==> config.mk <==
export PLATFORM = sky130hd
export DESIGN_NAME = sd_seq_monitor_flat
export DESIGN_NICKNAME = d
export VERILOG_FILES = /design/src/rtl/sd_seq_monitor_if.sv /design/src/rtl/sd_seq_monitor.sv /design/src/flat_wrapper.sv
export SDC_FILE = /design/constraint.sdc
export NUM_CORES = 1
export LEC_CHECK = 0
export ABC_AREA = 0
export ABC_CLOCK_PERIOD_IN_PS = 2400
export CAP_MARGIN = 5
export CELL_PAD_IN_SITES_DETAIL_PLACEMENT = 0
export CELL_PAD_IN_SITES_GLOBAL_PLACEMENT = 1
export CORE_MARGIN = 5
export CORE_UTILIZATION = 46
export DETAILED_ROUTE_END_ITERATION = 16
export DONT_BUFFER_PORTS = 1
export GPL_ROUTABILITY_DRIVEN = 0
export PLACE_DENSITY = 0.89
export SYNTH_ARGS = -nofsm -noshare
export SYNTH_HDL_FRONTEND = slang
export SYNTH_SLANG_ARGS = --single-unit
==> constraint.sdc <==
create_clock -name clk -period 2.4 [get_ports clk]
set_clock_uncertainty 0.2 [all_clocks]
set_input_delay 0.24 -clock clk [delete_from_list [all_inputs] [get_ports clk]]
set_output_delay 0.24 -clock clk [all_outputs]
set_load 0.02 [all_outputs]
==> src/rtl/sd_seq_monitor_if.sv <==
// Sequence-monitor bus: upstream handshake, back-pressure pattern, clear and status outputs.
interface sd_seq_monitor_if #(
    parameter int width     = 10,
    parameter int cnt_width = 16
);
    logic                 c_srdy;
    logic                 c_drdy;
    logic [width-1:0]     c_data;
    logic [7:0]           drdy_pat;
    logic                 clr;
    logic [cnt_width-1:0] ok_cnt;
    logic [cnt_width-1:0] err_cnt;
    logic                 err_sticky;
    logic [width-1:0]     err_exp;
    logic [width-1:0]     err_got;

    modport master (
        output c_srdy, c_data, drdy_pat, clr,
        input  c_drdy, ok_cnt, err_cnt, err_sticky, err_exp, err_got
    );

    modport slave (
        input  c_srdy, c_data, drdy_pat, clr,
        output c_drdy, ok_cnt, err_cnt, err_sticky, err_exp, err_got
    );
endinterface

==> src/rtl/sd_seq_monitor.sv <==
// Incrementing-sequence checker: applies a rotating back-pressure pattern, syncs on the
// first accepted beat, then counts matching and mismatching beats (saturating).
module sd_seq_monitor #(
    parameter int width     = 10,
    parameter int cnt_width = 16
) (
    input  logic           clk,
    input  logic           reset,
    sd_seq_monitor_if.slave mon
);
    typedef enum logic {SYNC, RUN} state_t;

    state_t               state_q;
    logic [2:0]           pat_idx_q;
    logic                 c_drdy_q;
    logic [width-1:0]     exp_q;
    logic [cnt_width-1:0] ok_cnt_q;
    logic [cnt_width-1:0] err_cnt_q;
    logic                 err_sticky_q;
    logic [width-1:0]     err_exp_q;
    logic [width-1:0]     err_got_q;

    logic                 xfer;
    logic [width-1:0]     data_inc;

    assign xfer     = mon.c_srdy && c_drdy_q;
    assign data_inc = mon.c_data + width'(1);

    always_ff @(posedge clk) begin
        if (!reset) begin
            state_q      <= SYNC;
            pat_idx_q    <= '0;
            c_drdy_q     <= 1'b0;
            exp_q        <= '0;
            ok_cnt_q     <= '0;
            err_cnt_q    <= '0;
            err_sticky_q <= 1'b0;
            err_exp_q    <= '0;
            err_got_q    <= '0;
        end else begin
            // Back-pressure keeps rotating regardless of clear or traffic
            pat_idx_q <= pat_idx_q + 3'd1;
            c_drdy_q  <= mon.drdy_pat[pat_idx_q];
            if (mon.clr) begin
                state_q      <= SYNC;
                ok_cnt_q     <= '0;
                err_cnt_q    <= '0;
                err_sticky_q <= 1'b0;
                err_exp_q    <= '0;
                err_got_q    <= '0;
            end else if (xfer) begin
                exp_q <= data_inc;
                case (state_q)
                    SYNC: state_q <= RUN;
                    RUN: begin
                        if (mon.c_data == exp_q) begin
                            if (ok_cnt_q != '1) ok_cnt_q <= ok_cnt_q + cnt_width'(1);
                        end else begin
                            if (err_cnt_q != '1) err_cnt_q <= err_cnt_q + cnt_width'(1);
                            err_sticky_q <= 1'b1;
                            err_exp_q    <= exp_q;
                            err_got_q    <= mon.c_data;
                        end
                    end
                    default: state_q <= SYNC;
                endcase
            end
        end
    end

    assign mon.c_drdy     = c_drdy_q;
    assign mon.ok_cnt     = ok_cnt_q;
    assign mon.err_cnt    = err_cnt_q;
    assign mon.err_sticky = err_sticky_q;
    assign mon.err_exp    = err_exp_q;
    assign mon.err_got    = err_got_q;
endmodule

==> src/flat_wrapper.sv <==
// flat-port wrapper written by rule: the top's interface ports become plain ports
module sd_seq_monitor_flat 
#(
    parameter int width     = 10,
    parameter int cnt_width = 16
)
  (clk, reset, mon_c_srdy, mon_c_data, mon_drdy_pat, mon_clr, mon_c_drdy, mon_ok_cnt, mon_err_cnt, mon_err_sticky, mon_err_exp, mon_err_got);
  sd_seq_monitor_if #(.width(width), .cnt_width(cnt_width)) mon_i ();
  input  logic clk;
  input  logic reset;
  input wire logic [$bits(mon_i.c_srdy)-1:0] mon_c_srdy;
  input wire logic [$bits(mon_i.c_data)-1:0] mon_c_data;
  input wire logic [$bits(mon_i.drdy_pat)-1:0] mon_drdy_pat;
  input wire logic [$bits(mon_i.clr)-1:0] mon_clr;
  output wire logic [$bits(mon_i.c_drdy)-1:0] mon_c_drdy;
  output wire logic [$bits(mon_i.ok_cnt)-1:0] mon_ok_cnt;
  output wire logic [$bits(mon_i.err_cnt)-1:0] mon_err_cnt;
  output wire logic [$bits(mon_i.err_sticky)-1:0] mon_err_sticky;
  output wire logic [$bits(mon_i.err_exp)-1:0] mon_err_exp;
  output wire logic [$bits(mon_i.err_got)-1:0] mon_err_got;
  assign mon_i.c_srdy = mon_c_srdy;
  assign mon_i.c_data = mon_c_data;
  assign mon_i.drdy_pat = mon_drdy_pat;
  assign mon_i.clr = mon_clr;
  assign mon_c_drdy = mon_i.c_drdy;
  assign mon_ok_cnt = mon_i.ok_cnt;
  assign mon_err_cnt = mon_i.err_cnt;
  assign mon_err_sticky = mon_i.err_sticky;
  assign mon_err_exp = mon_i.err_exp;
  assign mon_err_got = mon_i.err_got;
  sd_seq_monitor #(.width(width), .cnt_width(cnt_width)) u_core (.clk(clk), .reset(reset), .mon(mon_i));
endmodule
* Yosys cells after proc, flatten, opt, wreduce, memory -nomap -nowiden
Index checks and enable logic that the tools add are counted.
Storage, ports and cells: flip-flop bits (word level) 68, bits of input ports 22, output and inout port bits 54
Cells by class: add/sub/neg operators 4, magnitude comparators 1, eq/ne operators 3, mux-type cells 2, bitwise operators 3, reductions and logical operators 6
Operator list (number):
- $add A16 B1 Y16 const B | 2
- $ne A16 B16 Y1 const B | 2
- $add A10 B1 Y10 const B | 1
- $eq A10 B10 Y1 | 1
- $reduce_and A4 Y1 | 2
- $lt A3 B4 Y1 const B | 1
- $add A3 B1 Y3 const B | 1
- $bmux W1 S3 | 1
- $not A1 Y1 | 3
- $reduce_and A3 Y1 | 1
- $reduce_and A2 Y1 | 1
- $reduce_or A2 Y1 | 1
- $logic_and A1 B1 Y1 | 1
- $mux W1 | 1

* Depth between registers and ports, before layout
Gate-level depths: netlist of run 1.
word-level depth 3, gate-level depth with buffers 8

* Worst setup path before layout of run 1
Ideal clock, no wire load.
kind register -> register, from register u_core.ok_cnt_q[0], in the netlist u_core.mon.ok_cnt[0], to register u_core.ok_cnt_q[13], in the netlist u_core.mon.ok_cnt[13], setup time 0.070 ns, arrival 1.833 ns, data required time 2.130 ns, slack 0.296 ns, stages on the path, launching flop included 8, path buffers 0, cell sequence dfxtp_1 > ha_1 > nand2_1 > nor2_1 > a41oi_4 > nand3_4 > or4_1 > a21oi_1
On the way: longest elaborated chain between the ends 2
Ends and longest elaborated chain:
- from (decl) | RTL line sd_seq_monitor.sv:17 | logic [cnt_width-1:0] ok_cnt_q;
- from (signal assigned) | RTL line sd_seq_monitor.sv:57 | if (ok_cnt_q != '1) ok_cnt_q <= ok_cnt_q + cnt_width'(1);
- branches (longest 2 deep; another with $add A16 B1 Y16)
Parallel ways; which one is timed is not known. A chain may end at the register's enable or synchronous reset.

* Final worst setup path of run 1
from input port mon_c_data[0], to register u_core.exp_q[6]
On the way: longest elaborated chain between the ends 1
Ends and longest elaborated chain:
- from (decl) | RTL line flat_wrapper.sv:12 | input wire logic [$bits(mon_i.c_data)-1:0] mon_c_data;
- $add A10 B1 Y10 | RTL line sd_seq_monitor.sv:27 | assign data_inc = mon.c_data + width'(1);
- to (signal assigned) | RTL line sd_seq_monitor.sv:52 | exp_q <= data_inc;
- to (decl) | RTL line sd_seq_monitor.sv:16 | logic [width-1:0] exp_q;
No other way between the ends.

==> metrics.md, run 1 <==
| Metric | Value |
|---|---|
| Number of standard cells in the final layout excluding fillers | `roughly 480` |
| Data required time at the worst endpoint | `~2.4 ns` |
| Post CTS Setup Buffer Count | `0` |
| Most used DFF post-synth | `dfxtp_1` |
| Vias in the first global route | `2,575` |
| Overall Power | `2.257 mW` |
| Average routed wire per standard cell | `16.13 um` |
| Leakage Power | `roughly 1.4 nW` |
| Total via count in the routed design | `2,646` |
| Data arrival time of the critical path | `2.26 ns` |
| Distinct cell type count of the synthesized netlist | `44` |
| Pin count of the biggest net entering global routing | `49` |
| Clock tree root driver cell | `clkbuf_8` |
| Number of detailed-route iterations in the first pass | `4` |
| # Max-Cap Violations | `0` |
| Overall routing resource usage | `0.1852` |
| Number of antenna violations at the first check in global routing | `0` |
| Number of buffers added by the clock tree synthesis step | `9` |
| Global-route wire length before repair | `12.67 mm` |
| Setup repair after global routing missed its margin | `false` |
| Total number of yosys warnings | `0` |
| IR Drop Worst-Case VDD | `237.5 uV` |
| Clock buffer depth | `2` |
| Final Net Count | `419` |
| Total of fill cells in the finished design | `651` |
| Total detailed-routing wirelength | `between 7 and 8 mm` |
| Cells after synthesis | `361` |
| Average via count per standard cell | `5.547` |
| Port Buffers | `0` |
| Least-Margin Pin Slew | `~0.6 ns` |
| Width of the die | `92.89 um` |
| Core occupancy in the finished layout | `0.5509` |
| Num Clock Sinks | `68` |
| Achievable Freq | `approximately 450 MHz` |
| Number of synthesized flops with an enable pin | `0` |
| Total placed cells including tap cells | `448` |
| Clk pin slew, worst setup/hold paths | `0.07 ns` |
| Endpoint class of the critical path | `flop` |
| Count of final hold-check violations | `0` |
| TritonCTS clock tree | `built` |
| Nature of the critical path startpoint | `input pin` |
| Result of the run | `finished, final reports clean` |
| Worst setup margin | `roughly 0.17 ns` |
| Area grow syn2layout | `17.78%` |
| Post-route ant nets | `0` |
| Drc violations | `0` |
| Total number of H-tree levels | `3` |
| Placement-stage cell area | `roughly 3400 um2` |
| Ratio of cells with drive above 1 in the final layout | `0.1259` |
| Final Cycle Share | `0.9293` |
| Areal power density over the cells | `about 610 nW/um2` |
| DPL Wire Length | `approximately 5.3 mm` |
| Summed area of non-filler cells in the final layout | `3722 um2` |
| Async SR Flop Fraction | `0` |
| Chip Height | `between 90 and 100 um` |
| Type of the most critical hold path | `input pin to flop` |
| Worst hold slack across all endpoints | `0.04693 ns` |
| Worst-case setup slack after placement | `0.2449 ns` |
| Initial cell density of the core | `0.4678` |
| GRT overflow | `0` |
| Clock network latency to the later pin of the worst-skew pair | `0.34 ns` |
| Max-slew violations | `0` |
| CTS resizes | `0` |
| Final count of negative-setup-slack endpoints | `0` |
| Count of boundary I/O pins | `76` |
| Minimum clock period after layout | `2.230 ns` |
| Synthesized Nets | `387` |
| Final-layout setup total negative slack | `0 ns` |
| Area of the placeable core | `6756 um2` |
| Max-Slew Margin vs Limit | `0.5913` |
| Highest fanout seen on the critical path | `4` |
| Die footprint | `between 8000 and 9000 um2` |
| Synthesis-stage register bit count | `68` |
| Diode count | `0` |
| Post-synthesis sequential area ratio | `0.4307` |
| Category of the most critical setup path | `input pin to flop` |
| Cell area after synthesis | `3161 um2` |
| Num rows | `30` |
| Mean post-synth cell area | `8.755 um2` |
| Starting DRC count in detailed routing | `around 80` |
[cells by family (layout without fill, tap and decap cells)]
kind of cell	after synthesis	in the layout	share of synthesized area
flip-flops	68	68	0.4307
AO/OA/AOI/OAI	52	52	0.1089
XOR/XNOR	38	38	0.1053
AND/OR/NAND/NOR	174	174	0.2890
adder cells (fa/ha/maj)	4	4	0.01584
buffers and inverters	20	56	0.02653
multiplexers	5	5	0.02375
[power by group]
group	total, mW	internal [mW]	switching (mW)
clock	0.970	0.561	0.409
sequential	1.16	1.14	0.0138
combinational	0.131	0.0628	0.0677
total	2.26	1.77	0.490
[layout make-up]
cell class                 count  area (um2)  share of cell area
multi-input combinational    273        1723              0.4629
sequential                    68        1361              0.3657
timing repair buffer          39       327.8             0.08807
inverter                       2       7.507            0.002017
tap                           80       100.1             0.02689
clock inverter                 1       30.03            0.008067
clock buffer                  14       172.7             0.04639
[layout by cell type, fill, tap and decap left out, drive strengths merged]
master,count
bufinv,1
mux4,2
nand3,39
inv,2
nand2,51
nand4,11
o21ai,26
nor2,32
dfxtp,68
nor4,4
and2,5
and3b,1
xor2,18
and3,6
nor2b,6
buf,25
or3,4
nor3,4
nand4bb,1
and4b,1
a31o,2
o31a,1
o31ai,1
xnor2,20
o211a,8
dlygate4sd3,14
ha,4
nand2b,2
mux2i,3
a41oi,1
clkbuf,14
a21oi,10
nand3b,1
and4,2
o211ai,3
or4,4
[cells in the mapped netlist, drive strengths merged (3+ instances only)]
cell type  count  area share
dfxtp         68        0.43
nand2         51       0.061
nand3         39       0.067
nor2          32       0.038
o21ai         26       0.041
xnor2         20       0.055
xor2          18       0.050
clkbuf        11       0.013
nand4         11       0.026
a21oi         10       0.016
o211a          8       0.025
buf            7       0.011
and3           6       0.012
nor2b          6       0.012
and2           5      0.0099
ha             4       0.016
nor3           4       0.011
nor4           4       0.013
or3            4      0.0079
or4            4      0.0095
mux2i          3      0.0095
o211ai         3      0.0071
[final timing paths]
kind,startpoint,end,slack (ns),cells past startpoint
hold / removal,mon_c_data[6],u_core.exp_q[8]$_SDFFE_PN0P_,0.05,4
hold reg to reg,u_core.state_q$_SDFFE_PP0N_,u_core.state_q$_SDFFE_PP0N_,0.30,2
setup / recovery,mon_c_data[0],u_core.exp_q[6]$_SDFFE_PN0P_,0.17,8
setup reg to reg,u_core.mon.ok_cnt[0]$_SDFFE_PP0P_,u_core.mon.ok_cnt[13]$_SDFFE_PP0P_,0.22,7
[routing by layer]
layer,vias to the layer above,wire (um),track usage
li1,1327,-,-
met1,1242,3380,0.2253
met5,-,0,0
met3,12,512,0.05605
met2,65,3676,0.3053
met4,0,125,0.07326
[state kept, by name, indices dropped and copies added, names as in the netlist]
register,flops
u_core.mon.err_sticky,1
u_core.mon.err_cnt,16
u_core.mon.c_drdy,1
u_core.state_q,1
u_core.mon.ok_cnt,16
u_core.mon.err_exp,10
u_core.mon.err_got,10
u_core.pat_idx_q,3
u_core.exp_q,10
[critical path, cell delays in order]
cell	delay, ns
dlygate4sd3_1	0.63
ha_1	0.22
nand3_1	0.12
nor2_1	0.18
xnor2_1	0.14
nand2_1	0.07
o211a_1	0.12
dlygate4sd3_1	0.55
[what timing repair did]
action | CTS | global route
hold buffers | 14 | 0
endpoints found under the setup margin | 0 | 0
endpoints found under the hold margin | 26 | 0
Power figures use the tool's default switching activity.
==> run 2, diff against run 1 <==
CORE_ASPECT_RATIO = 0.6   (was not set)
MAX_ROUTING_LAYER = met4   (was not set)
==> metrics.md, run 2 (synthesis results as in run 1) <==
| Metric | Value |
|---|---|
| Data arrival time of the critical path | `2.28 ns (+0.02 ns)` |
| Clk pin slew, worst setup/hold paths | `0.05 ns (-0.02 ns)` |
| Highest fanout seen on the critical path | `9 (+5)` |
| Peak per-stage delay on the critical path | `0.51 ns (-0.12 ns)` |
| Storage element area | `1361 um2 (unchanged)` |
| Core occupancy in the finished layout | `0.5727 (+0.02179)` |
| Post CTS Setup Buffer Count | `0 (unchanged)` |
| Final-layout setup total negative slack | `0 ns (unchanged)` |
| Clock network latency to the later pin of the worst-skew pair | `0.33 ns (about the same)` |
| Final count of negative-setup-slack endpoints | `0 (unchanged)` |
| Num rows | `23 (-23%)` |
| Placement-stage cell area | `3433 um2 (+1.6%)` |
| Port Buffers | `0 (unchanged)` |
| Type of the most critical hold path | `input pin to flop` |
| Average via count per standard cell | `5.621 (+1.3%)` |
| Area of the placeable core | `6676 um2 (-1.2%)` |
| Final Net Count | `423 (+0.95%)` |
| Average routed wire per standard cell | `17.16 um (+6.4%)` |
| Area grow syn2layout | `20.98%` |
| Category of the most critical setup path | `flop to flop` |
| Areal power density over the cells | `652.7 nW/um2 (+7.7%)` |
| Achievable Freq | `453.5 MHz (+1.1%)` |
| Width of the die | `117.0 um (+26%)` |
| Max-slew violations | `0 (unchanged)` |
| Minimum clock period after layout | `2.205 ns (-0.02517 ns)` |
| Final Cycle Share | `0.9189 (-0.01049)` |
| Overall routing resource usage | `0.2106 (+0.02537)` |
| Diode count | `0 (unchanged)` |
| Area taken by multi-input logic gates | `1723 um2 (unchanged)` |
| GRT overflow | `0 (unchanged)` |
| Max-Slew Margin vs Limit | `0.6264 (+0.03512)` |
| Ratio of cells with drive above 1 in the final layout | `0.1397 (+0.01371)` |
| Total number of H-tree levels | `3 (unchanged)` |
| Number of antenna violations at the first check in global routing | `0 (unchanged)` |
| Total of fill cells in the finished design | `636 (-2.3%)` |
| # Max-Cap Violations | `0 (unchanged)` |
| Slowest-stage cell, CP | `or4_1` |
| Chip Height | `74.21 um (-20%)` |
| Cts-stage hold buffer count | `12 (-2)` |
| Post-route ant nets | `0 (unchanged)` |
| Endpoint class of the critical path | `flop` |
| Clock tree root driver cell | `clkbuf_16` |
| Pin count of the biggest net entering global routing | `50 (+2.0%)` |
| Library cell appearing most often on the critical path | `nand2_1` |
| Count of boundary I/O pins | `76 (unchanged)` |
| Initial cell density of the core | `0.4734 (+0.005611)` |
| Commonest non-fill, non-tap cell in the layout | `dfxtp_1` |
| Die footprint | `8683 um2 (+0.63%)` |
| Series of cell instances along the critical path | `ha_1 -> nand2_1 -> nor2_1 -> a41oi_4 -> nand2_2 -> or4_1 -> nand2_1` |
| Total via count in the routed design | `2,743 (+3.7%)` |
| DPL Wire Length | `5.797 mm (+10%)` |
| Count of final hold-check violations | `0 (unchanged)` |
| CTS resizes | `0 (unchanged)` |
| Number of buffers added by the clock tree synthesis step | `9 (unchanged)` |
| Drc violations | `0 (unchanged)` |
| Vias in the first global route | `2,551 (-0.93%)` |
| Result of the run | `finished, final reports clean` |
| Starting DRC count in detailed routing | `222 (+180%)` |
| TritonCTS clock tree | `built` |
| Clock buffer depth | `2 (unchanged)` |
| Nature of the critical path startpoint | `flop` |
| Summed area of non-filler cells in the final layout | `3824 um2 (+2.7%)` |
| Global-route wire length before repair | `13.53 mm (+6.8%)` |
| Total detailed-routing wirelength | `8.375 mm (+8.9%)` |
| Top library cells by usage in the layout, fill and taps aside | `68 x dfxtp_1, 50 x nand2_1, 37 x nand3_1, 32 x nor2_1, 31 x buf_4` |
| Number of detailed-route iterations in the first pass | `5 (+1)` |
| Least-Margin Pin Slew | `0.5586 ns (-0.05452 ns)` |
| Data required time at the worst endpoint | `2.47 ns (+0.04 ns)` |
| Leakage Power | `1.480 nW (+3.8%)` |
| Setup repair after global routing missed its margin | `false` |
| Num Clock Sinks | `68 (unchanged)` |
| IR Drop Worst-Case VDD | `502.2 uV (+110%)` |
## run 2: changes by cell type in the layout (fill, tap and decap cells not counted), sizes merged
cell	delta
buf	+6
clkinv	+2
clkbuf	-1
bufinv	-1
dlygate4sd3	-2
## run 2: area by class of cell
| cell class | count | area share |
|---|---|---|
| sequential | 68 | 0.3560 |
| inverter | 2 | 0.001963 |
| multi-input combinational | 273 | 0.4506 |
| clock inverter | 2 | 0.002618 |
| timing repair buffer | 43 | 0.09228 |
| tap | 87 | 0.02847 |
| clock buffer | 13 | 0.06806 |
## run 2: path summary, 6_finish.rpt
kind	startpoint	endpoint	slack (ns)	cells past startpoint
setup reg to reg	u_core.mon.ok_cnt[0]$_SDFFE_PP0P_	u_core.mon.ok_cnt[4]$_SDFFE_PP0P_	0.19	7
hold / removal	mon_c_data[1]	u_core.exp_q[1]$_SDFFE_PN0P_	0.04	3
setup / recovery	u_core.mon.ok_cnt[0]$_SDFFE_PP0P_	u_core.mon.ok_cnt[4]$_SDFFE_PP0P_	0.19	7
hold reg to reg	u_core.state_q$_SDFFE_PP0N_	u_core.state_q$_SDFFE_PP0N_	0.28	2
## run 2: power breakdown
part / switching [mW] / internal, mW
Sequential: 0.0151 / 1.14
Combinational: 0.0687 / 0.0613
Clock: 0.460 / 0.746
## run 2: worst max-delay path: cells and delay by family, from the launching register on
family                   cells  cell delay [ns]
AO/OA/AOI/OAI                1             0.39
AND/OR/NAND/NOR              5             1.02
adder cells (fa/ha/maj)      1             0.22
flip-flops                   1             0.31
## run 2: through the flow
stage	hold WS, ns	cells	setup slack [ns]	power [mW]
after CTS	0.03557	488	0.2000	2.518
final	0.03885	488	0.1947	2.496
after global placement	0.1652	461	0.3043	1.284
after detailed placement	0.1742	461	0.2175	1.286
after floorplan	0.1682	361	0.2962	1.267
after global routing	0.07381	488	0.09637	2.605
## run 2: metal layers
layer	vias to the layer above	GRT usage	part of all wire
met5	-	-	0
met4	0	0.08270	0.019
met3	15	0.08699	0.11
met2	121	0.2684	0.39
met1	1272	0.2907	0.48
li1	1335	-	-
==> run 3, diff against run 2 <==
CORE_MARGIN = not set   (was 5)
==> metrics.md, run 3 (synthesis results as in run 1) <==
| Metric | Value |
|---|---|
| Total number of H-tree levels | `3 (unchanged)` |
| Total detailed-routing wirelength | `7.983 mm (-4.7%)` |
| CTS resizes | `0 (unchanged)` |
| Average via count per standard cell | `5.559 (-1.1%)` |
| Overall Power | `2.689 mW (+7.7%)` |
| Num Clock Sinks | `68 (unchanged)` |
| Endpoint class of the critical path | `flop` |
| Pin count of the biggest net entering global routing | `33 (-34%)` |
| Area of the placeable core | `6359 um2 (-4.8%)` |
| Final Net Count | `422 (-0.24%)` |
| Ratio of cells with drive above 1 in the final layout | `0.1397 (unchanged)` |
| Overall routing resource usage | `0.2475 (+0.03684)` |
| Achievable Freq | `447.6 MHz (-1.3%)` |
| Leakage Power | `1.501 nW (+1.4%)` |
| Clk pin slew, worst setup/hold paths | `0.05 ns (about the same)` |
| GRT overflow | `0 (unchanged)` |
| Average routed wire per standard cell | `16.46 um (-4.1%)` |
| Total via count in the routed design | `2,696 (-1.7%)` |
| Num rows | `22 (-4.3%)` |
| Area taken by multi-input logic gates | `1723 um2 (unchanged)` |
| Clock tree root driver cell | `clkbuf_16` |
| Commonest non-fill, non-tap cell in the layout | `dfxtp_1` |
| Post-route ant nets | `0 (unchanged)` |
| Port Buffers | `0 (unchanged)` |
| # Max-Cap Violations | `0 (unchanged)` |
| Cts-stage hold buffer count | `13 (+1)` |
| Final-layout setup total negative slack | `0 ns (unchanged)` |
| Areal power density over the cells | `693.8 nW/um2 (+6.3%)` |
| Result of the run | `finished, final reports clean` |
| Least-Margin Pin Slew | `0.5749 ns (+0.01629 ns)` |
| Reg-to-reg setup timing slack | `0.17 ns (-0.03 ns)` |
| Series of cell instances along the critical path | `ha_1 -> nand2_1 -> nor2_1 -> a41oi_4 -> nand3_4 -> or4_1 -> a21oi_1` |
| Category of the most critical setup path | `flop to flop` |
| Chip Height | `66.21 um (-11%)` |
| Number of detailed-route iterations in the first pass | `5 (unchanged)` |
| Nature of the critical path startpoint | `flop` |
| Width of the die | `109.0 um (-6.8%)` |
| Final Cycle Share | `0.9308 (+0.01197)` |
| Top library cells by usage in the layout, fill and taps aside | `68 x dfxtp_1, 50 x nand2_1, 37 x nand3_1, 32 x nor2_1, 28 x buf_4` |
| Count of final hold-check violations | `0 (unchanged)` |
| Clock buffer depth | `2 (unchanged)` |
| Total of fill cells in the finished design | `549 (-14%)` |
| Clock network latency to the later pin of the worst-skew pair | `0.33 ns (about the same)` |
| Global-route wire length before repair | `12.94 mm (-4.3%)` |
| Final count of negative-setup-slack endpoints | `0 (unchanged)` |
| Peak per-stage delay on the critical path | `0.44 ns (-0.07 ns)` |
| Data required time at the worst endpoint | `2.46 ns (about the same)` |
| Vias in the first global route | `2,516 (-1.4%)` |
| Starting DRC count in detailed routing | `247 (+11%)` |
| DPL Wire Length | `5.530 mm (-4.6%)` |
| Minimum clock period after layout | `2.234 ns (+0.02872 ns)` |
| Highest fanout seen on the critical path | `9 (unchanged)` |
| Count of boundary I/O pins | `76 (unchanged)` |
| Slowest-stage cell, CP | `or4_1` |
| Initial cell density of the core | `0.4970 (+0.02366)` |
| Setup repair after global routing missed its margin | `false` |
| Post CTS Setup Buffer Count | `0 (unchanged)` |
| Data arrival time of the critical path | `2.29 ns (about the same)` |
| Number of antenna violations at the first check in global routing | `0 (unchanged)` |
| Area grow syn2layout | `22.61%` |
| Max-Slew Margin vs Limit | `0.6155 (-0.01090)` |
| IR Drop Worst-Case VDD | `485.5 uV (-3.3%)` |
| Drc violations | `0 (unchanged)` |
| Die footprint | `7217 um2 (-17%)` |
| Storage element area | `1361 um2 (unchanged)` |
| TritonCTS clock tree | `built` |
| Cell class contributing the biggest share of worst-path delay | `simple AND/OR/NAND/NOR gates` |
| WP buf/inv | `0 (unchanged)` |
| Diode count | `0 (unchanged)` |
| Max-slew violations | `0 (unchanged)` |
| Type of the most critical hold path | `input pin to flop` |
| Number of buffers added by the clock tree synthesis step | `9 (unchanged)` |
run 3: cell count changes in the layout (fill, tap and decap cells not counted):
| cell | delta |
|---|---|
| clkbuf_1 | -1 |
| buf_4 | -3 |
| dlygate4sd3_1 | +1 |
| clkbuf_8 | -1 |
| bufinv_16 | +2 |
| clkinv_2 | +1 |
| buf_12 | +1 |
run 3: final timing paths:
| check | startpoint | end | cells past startpoint |
|---|---|---|---|
| worst min-delay path | mon_c_data[5] | u_core.exp_q[5]$_SDFFE_PN0P_ | 3 |
| worst max-delay path | u_core.mon.ok_cnt[0]$_SDFFE_PP0P_ | u_core.mon.ok_cnt[13]$_SDFFE_PP0P_ | 7 |
| worst min register to register | u_core.state_q$_SDFFE_PP0N_ | u_core.state_q$_SDFFE_PP0N_ | 2 |
| worst max register to register | u_core.mon.ok_cnt[0]$_SDFFE_PP0P_ | u_core.mon.ok_cnt[13]$_SDFFE_PP0P_ | 7 |
run 3: final cells by class:
cell class / count / share of cell area
Timing Repair Buffer: 42 / 0.09299
Tap cell: 84 / 0.02712
Sequential cell: 68 / 0.3513
Clock inverter: 5 / 0.01937
Clock buffer: 11 / 0.06264
Inverter: 2 / 0.001937
Multi-Input combinational cell: 273 / 0.4446
run 3: routing by layer:
metal  track usage  routed length, um
met1        0.3480               4013
met2        0.3105               3133
met3       0.09360                730
met4       0.09459                105
met5             -                  0
run 3: metrics by stage:
step,instances,utilization,hold slack (ns),cell area (um2),setup WS [ns]
5_1_grt,485,0.6094,0.01497,3875,0.02270
2_1_floorplan,361,-,0.1682,3161,0.2962
4_1_cts,485,0.6094,0.002049,3875,0.1681
6_report,485,0.6094,0.01793,3875,0.1660
3_3_place_gp,456,0.5390,0.1646,3427,0.3134
3_5_place_dp,456,0.5390,0.1726,3427,0.2113
run 3: worst min-delay path, stage by stage:
cell	delay (ns)
xor2_1	0.06
nand2_1	0.07
o211a_1	0.14
run 3: report_power, final:
part | internal (mW) | total (mW) | switching [mW]
sequential | 1.14 | 1.16 | 0.0146
combinational | 0.0644 | 0.133 | 0.0689
clock | 0.932 | 1.40 | 0.465
